[config.mk]
export PLATFORM = sky130hd
export DESIGN_NAME = onehot_scan_dec
export DESIGN_NICKNAME = d
export VERILOG_FILES = /design/src/rtl/onehot_scan_pkg.sv /design/src/rtl/seg7_dec.sv /design/src/rtl/onehot_scan_dec.sv
export SDC_FILE = /design/constraint.sdc
export NUM_CORES = 1
export LEC_CHECK = 0
export ABC_AREA = 1
export BUFFER_PORTS_ARGS = -buffer_cell sky130_fd_sc_hd__buf_2
export CAP_MARGIN = 0
export CORE_MARGIN = 2
export CORE_UTILIZATION = 53
export DETAILED_ROUTE_END_ITERATION = 6
export PLACE_DENSITY = 0.74
export SYNTH_ARGS = -nofsm -noshare
export SYNTH_HDL_FRONTEND = slang
export SYNTH_SLANG_ARGS = --single-unit
[constraint.sdc]
create_clock -name clk -period 1.54 [get_ports clk]
set_clock_uncertainty 0.1 [all_clocks]
set_input_delay 0.231 -clock clk [delete_from_list [all_inputs] [get_ports clk]]
set_output_delay 0.231 -clock clk [all_outputs]
set_load 0.02 [all_outputs]
[src/rtl/onehot_scan_pkg.sv]
// Shared types and constants for the one-hot scan decoder and its display logic.
package onehot_scan_pkg;

    // Operating state of the decoder.
    typedef enum logic [1:0] {
        ST_OFF,
        ST_DIRECT,
        ST_SCAN
    } scan_state_e;

    // Active-low seven-segment patterns, bit order {g,f,e,d,c,b,a}.
    localparam logic [6:0] SEG_BLANK = 7'h7F;
    localparam logic [6:0] SEG_D0    = 7'b1000000;
    localparam logic [6:0] SEG_D1    = 7'b1111001;
    localparam logic [6:0] SEG_D2    = 7'b0100100;
    localparam logic [6:0] SEG_D3    = 7'b0110000;
    localparam logic [6:0] SEG_D4    = 7'b0011001;
    localparam logic [6:0] SEG_D5    = 7'b0010010;
    localparam logic [6:0] SEG_D6    = 7'b0000010;
    localparam logic [6:0] SEG_D7    = 7'b1111000;

    // Segment pattern for an octal digit.
    function automatic logic [6:0] seg_lookup(input logic [2:0] digit);
        logic [6:0] pat;
        unique case (digit)
            3'd0:    pat = SEG_D0;
            3'd1:    pat = SEG_D1;
            3'd2:    pat = SEG_D2;
            3'd3:    pat = SEG_D3;
            3'd4:    pat = SEG_D4;
            3'd5:    pat = SEG_D5;
            3'd6:    pat = SEG_D6;
            default: pat = SEG_D7;
        endcase
        return pat;
    endfunction

endpackage

[src/rtl/seg7_dec.sv]
// Combinational octal digit to active-low seven-segment decoder with blanking.
module seg7_dec
    import onehot_scan_pkg::*;
(
    input  logic [2:0] digit,
    input  logic       valid,
    output logic [6:0] seg
);

    // Blank the display whenever the code is not valid.
    always_comb begin
        seg = valid ? seg_lookup(digit) : SEG_BLANK;
    end

endmodule

[src/rtl/onehot_scan_dec.sv]
// Registered inverse of the 8-input priority encoder with an auto-scan LED walker.
// Outputs are decoded purely from the registered code {k_r, y_r}.
module onehot_scan_dec
    import onehot_scan_pkg::*;
#(
    parameter int unsigned DIV = 25_000_000
) (
    input  logic       clk,
    input  logic       rst_n,
    input  logic       en,
    input  logic       mode,
    input  logic       dir,
    input  logic       hold,
    input  logic       k_in,
    input  logic [2:0] y_in,
    output logic [7:0] led,
    output logic [6:0] seg,
    output logic [2:0] idx,
    output logic       k_out,
    output logic       tick
);

    localparam int unsigned CW = (DIV > 1) ? $clog2(DIV) : 1;
    localparam logic [CW-1:0] CNT_MAX = CW'(DIV - 1);

    scan_state_e   st, st_nxt;
    logic          k_r, k_nxt;
    logic [2:0]    y_r, y_nxt;
    logic [CW-1:0] cnt, cnt_nxt;
    logic          tick_r, tick_nxt;

    // State, code and prescaler registers.
    // NOTE: sequential state uses non-blocking assignments so every register
    // samples the pre-edge values computed by the combinational block.
    always_ff @(posedge clk or negedge rst_n) begin
        if (!rst_n) begin
            st     <= ST_OFF;
            k_r    <= 1'b0;
            y_r    <= 3'd0;
            cnt    <= '0;
            tick_r <= 1'b0;
        end else begin
            st     <= st_nxt;
            k_r    <= k_nxt;
            y_r    <= y_nxt;
            cnt    <= cnt_nxt;
            tick_r <= tick_nxt;
        end
    end

    // Next-state, next-code and scan stepping; the destination state decides,
    // so leaving SCAN at terminal count never steps.
    always_comb begin
        // NOTE: every variable gets a default first so no path infers a latch.
        st_nxt   = en ? (mode ? ST_SCAN : ST_DIRECT) : ST_OFF;
        k_nxt    = k_r;
        y_nxt    = y_r;
        cnt_nxt  = cnt;
        tick_nxt = 1'b0;

        unique case (st_nxt)
            ST_OFF: begin
                k_nxt   = 1'b0;
                cnt_nxt = '0;
            end
            ST_DIRECT: begin
                k_nxt   = k_in;
                y_nxt   = y_in;
                cnt_nxt = '0;
            end
            default: begin
                if (st != ST_SCAN) begin
                    // Entry edge: seed the position, no step yet.
                    k_nxt   = 1'b1;
                    cnt_nxt = '0;
                    y_nxt   = k_in ? y_in : 3'd1;
                end else if (!hold) begin
                    if (cnt == CNT_MAX) begin
                        cnt_nxt  = '0;
                        y_nxt    = dir ? (y_r - 3'd1) : (y_r + 3'd1);
                        tick_nxt = 1'b1;
                    end else begin
                        cnt_nxt = cnt + CW'(1);
                    end
                end
            end
        endcase
    end

    // One-hot LED decode: y=0 lights bit 7, y=n lights bit n-1.
    always_comb begin
        logic [2:0] led_bit;
        led_bit = y_r - 3'd1;
        led     = k_r ? (8'd1 << led_bit) : 8'd0;
    end

    seg7_dec u_seg7_dec (
        .digit (y_r),
        .valid (k_r),
        .seg   (seg)
    );

    assign idx   = y_r;
    assign k_out = k_r;
    assign tick  = tick_r;

endmodule

; ---- Yosys cells after proc, flatten, opt, wreduce, memory -nomap -nowiden
; Index checks and enable logic that the tools add are counted.
[op_classes]
addsub = 3
n_eq_ne = 11
n_shift = 1
n_mux = 21
n_bitwise = 1
reduce_logical = 6
[ops]
columns = operator, count
row1 = $mux 25, 4
row2 = $pmux 7 s7, 1
row3 = $add 25x1->25 const B, 1
row4 = $eq 25x25->1 const B, 1
row5 = $mux 3, 5
row6 = $eq 3x3->1 const B, 3
row7 = $mux 8, 1
row8 = $shl 1x3->8 const A, 1
row9 = $mux 7, 1
row10 = $eq 3x2->1 const B, 2
row11 = $pmux 3 s2, 1
row12 = $reduce_bool 3->1, 2
row13 = $mux 1, 5
row14 = $mux 2, 2
row15 = $add 3x1->3 const B, 1
row16 = $eq 3x1->1 const B, 1
row17 = $logic_not 3->1, 1
row18 = $ne 3x1->1 const B, 1
row19 = $ne 3x2->1 const B, 1
row20 = $reduce_and 3->1, 1
row21 = $sub 3x1->3 const B, 1
row22 = $eq 2x1->1 const B, 1
row23 = $logic_not 2->1, 1
row24 = $ne 2x2->1 const B, 1
row25 = 3 further kinds, 3
[word_totals]
ff_bits = 32
inputBits = 10
output_inout_bits = 20
wordCells = 48

; ---- Depth between registers and ports, before layout
[logic_depth]
depth_word = 6
ltp_mapped = 10
depth_no_buf = 10

; ---- Modules after synthesis
; From an unflattened synthesis, not the netlist that was laid out.
[unflattened]
cells_unflattened = 374
area_unflattened_um2 = 2519.9
[modules_own_cells]
columns = mod, instances, cells_each, area_per_inst_um2
row1 = onehot_scan_dec, 1, 355, 2436.1
row2 = seg7_dec, 1, 19, 83.8

; ---- Least setup slack after synthesis
; OpenSTA, ideal clock, no wires.
[synth_path]
path_kind = reg-to-output
from = register y_r[0] (netlist: idx[0])
to = output seg[4]
arrival_time_ns = 1.623
required_time_ns = 1.209
setup_slack_ns = -0.414
path_stages_with_launch = 8
path_buffers = 0
cell_sequence = dfrtp_1 inv_1 ha_1 or2_1 o21ai_0 nand3_1 and2_1 o211ai_1
[synth_via]
elab_chain_cells = 3
elab_cells_between_ends = 9
[synth_rtl]
columns = element, line
row1 = "start, declared", onehot_scan_dec.sv:28  ; logic [2:0] y_r, y_nxt;
row2 = "start signal, assigned", onehot_scan_dec.sv:45  ; y_r <= y_nxt;
row3 = $eq 3x3->1 (tied with other cells), onehot_scan_pkg.sv:25  ; unique case (digit)
row4 = $pmux 7 s7 *, onehot_scan_pkg.sv:25
row5 = $mux 7 *, seg7_dec.sv:12  ; seg = valid ? seg_lookup(digit) : SEG_BLANK;
row6 = "end, declared", onehot_scan_dec.sv:17  ; output logic [6:0] seg,
; Mark *: on every way between the ends. The rest lies on a longest branch, timed or not.

; ---- Worst setup path in the final report
; Same ends and word-level chain as after synthesis.

==> out/results.ini <==
[synth]
yosysTopAreaCellShare_pct=33.30
synth-simple-area-share_pct=43.76
yosysUniqueCellTypes=33
synth_mux_area_share_pct=0
synth_flop_cell=dfrtp_1
syn_avg_cell_area_um2=6.793
synthAdderAreaFrac_pct=4.683
synth_fp_nets=373
synth_top_area_cell=dfrtp_1
syn_inst=354
synth_most_common_cell=nand2_1
synth-edff-count=0
netlist_area_um2=2405
yosysWarnings=0
ys_seq_elements=32
synth_compound_area_share_pct=5.983
synth_commonest_cells=nand2_1 (102), nor2_1 (56), inv_1 (46)
ys_top_cells_by_area=dfrtp_1 (33%), nand2_1 (16%), nor2_1 (8.7%)
async_flop_share_pct=100.0
synth_top_family_by_area=simple AND/OR/NAND/NOR gates
synth_xor_area_share_pct=2.914
synth-seq-area-share_pct=33.30

[sta]
worstMarginPinSlew_ns=0.5134
worst_hold_slack_ns=0.04718
finalWorstSetupSlack_ns=-0.5559
tns_ns=-9.264
rsz0062_at_grt=yes
period_needed_ns=2.096
setup_viol=42
max_freq_mhz=477.1
finalHoldViolCount=0
slew_violations=0
slew-limit-headroom_pct=65.61
fin_crit_sh_pct=136.1

[placement]
io_buffers=29
hpwlAfterDp_mm=4.980
routabilityCongestion=0.9261
place_ws_ns=-0.2238

[route]
dr.first_iter.drc_count=344
wire_per_inst_um=16.82
ant_nets=0
vias=2846
dr.pass1.iters=5
drcViolationCount=0
totalWireLength_mm=8.526
routed_via_density=5.613

[power]
pwr-share-clk_pct=38.0
total_power_w=0.002463
power.net_switching_w=0.0007599
swShare_pct=30.85
ir_drop_v=0.0008212
p_per_area_nw_per_um2=671.5
combPwrFrac_pct=26.2
p_int_w=0.001704
p_leak_nw=1.761
power_frac_seq_pct=35.8

[clock_network]
clk_path_buf_depth=2
path_clk_slew_ns=0.08
clockRootBuffer=clkbuf_8
clk_latency_ns=0.30
cts_tree=yes
htree_levels=2
cts_buffers=5
cts_sinks=32

[setup_path]
cp.required_ns=1.21
critPathLaunchType=flip-flop
path_class=flip-flop to primary output
end_kind=primary output
path_max_fanout=4
cp_data_arrival_time_ns=1.76

[layout]
fill_cells=239
n_antenna_cell=0
drive_gt1_share_pct=44.18
multi_input_area_um2=1737
area_growth_pct=52.55
seqCellArea_um2=809.5
final_nets=473

[floorplanning]
initial_core_util_pct=55.23
die_width_um=71.36
die_area_um2=5092
core_area_um2=4354
num_rows=24
pin_count=30
die_h_um=71.36

[grt]
globalRouteOverflowTotal=0
grt_usage_pct=29.55
grt_max_degree=17
grt_pass1_wl_mm=11.72
grt_pass1_vias=2554
antenna_found_initial=0

[status]
status=finished with violations
violations=negative setup slack

[worst_hold_path]
holdCritPathClass=input port to flip-flop

[run]
max_cap_viol_count=0

==> per-layer routing <==
layer | vias to the layer above | GRT usage [%] | wire (um)
li1 | 1310 | - | -
met1 | 1337 | 37.80 | 3203
met2 | 161 | 50.10 | 4193
met3 | 38 | 4.219 | 719
met4 | 0 | 12.37 | 410
met5 | - | 0 | 0
==> kinds of logic after synthesis <==
logic type      after synthesis
simple gates                224
buf+inv                      55
flops                        32
compound gates               26
fa+ha+maj                     9
xor+xnor                      8
==> critical path, stage by stage, from the launching register on <==
cell and delay [ns]:
dfrtp_2 0.42, inv_4 0.06, ha_4 0.15, or2_1 0.21, o21ai_1 0.07, nand3_1 0.10
and2_4 0.17, o211ai_1 0.11, buf_4 0.19
==> worst paths after layout <==
kind | start | end | slack (ns) | cells after the start
worst max-delay path | idx[0]$_DFFE_PN0P_ | seg[4] | -0.56 | 8
worst min-delay path | mode | st[0]$_DFF_PN0_ | 0.05 | 2
worst max register to register | cnt[1]$_DFFE_PN0P_ | cnt[0]$_DFFE_PN0P_ | -0.18 | 10
worst min register to register | cnt[4]$_DFFE_PN0P_ | cnt[4]$_DFFE_PN0P_ | 0.50 | 2
max in group asynchronous | rst_n | cnt[6]$_DFFE_PN0P_ | 0.50 | 3
min in group asynchronous | rst_n | cnt[9]$_DFFE_PN0P_ | 0.29 | 2
==> area by class of cell <==
cell class / count / share of cell area (%)
clock buffers: 7 / 2.626
well taps: 52 / 1.774
flip-flops and latches: 32 / 22.07
repair buffers: 97 / 19.54
inverters: 51 / 5.832
multi-input cells: 267 / 47.34
clock inverters: 1 / 0.8186
==> registers in the layout (all words and copies together) (netlist names) <==
name and count:
cnt 25, idx 3, k_out 1, st 2, tick 1
==> per-stage QoR <==
step	instances	area (um^2)	util, %
4_1_cts	500	3369	77.39
5_1_grt	507	3669	84.25
3_3_place_gp	484	3030	69.60
6_report	507	3669	84.25
3_5_place_dp	484	3030	69.60
2_1_floorplan	354	2451	-
==> power by group through the flow <==
stage,Combinational [W],Sequential (W),Clock [W]
5_1_grt,0.000692,0.000884,0.000951
6_report,0.000646,0.000881,0.000937
3_3_place_gp,0.000510,0.000894,0
4_1_cts,0.000590,0.000879,0.000907
3_5_place_dp,0.000521,0.000895,0
2_1_floorplan,0.000279,0.000915,0
==> timing repair <==
action,CTS,global route
hold buffers,1,0
pin swaps,25,37
gates resized for setup,44,62
setup buffers,8,10
hold endpoints to repair,14,0
setup endpoints to repair,41,44
gates cloned,0,0
==> cells in the final DEF (no fill, tap or decap), types with 10 or more instances in the layout <==
master,n
nand2_1,89
buf_4,63
inv_1,40
nor2_1,36
dfrtp_1,25
buf_2,22
nor2_4,18
nand3_1,16
nand2_2,13
nor2_2,12
buf_6,11
nand4_1,10
(Power assumes the default switching activity.)
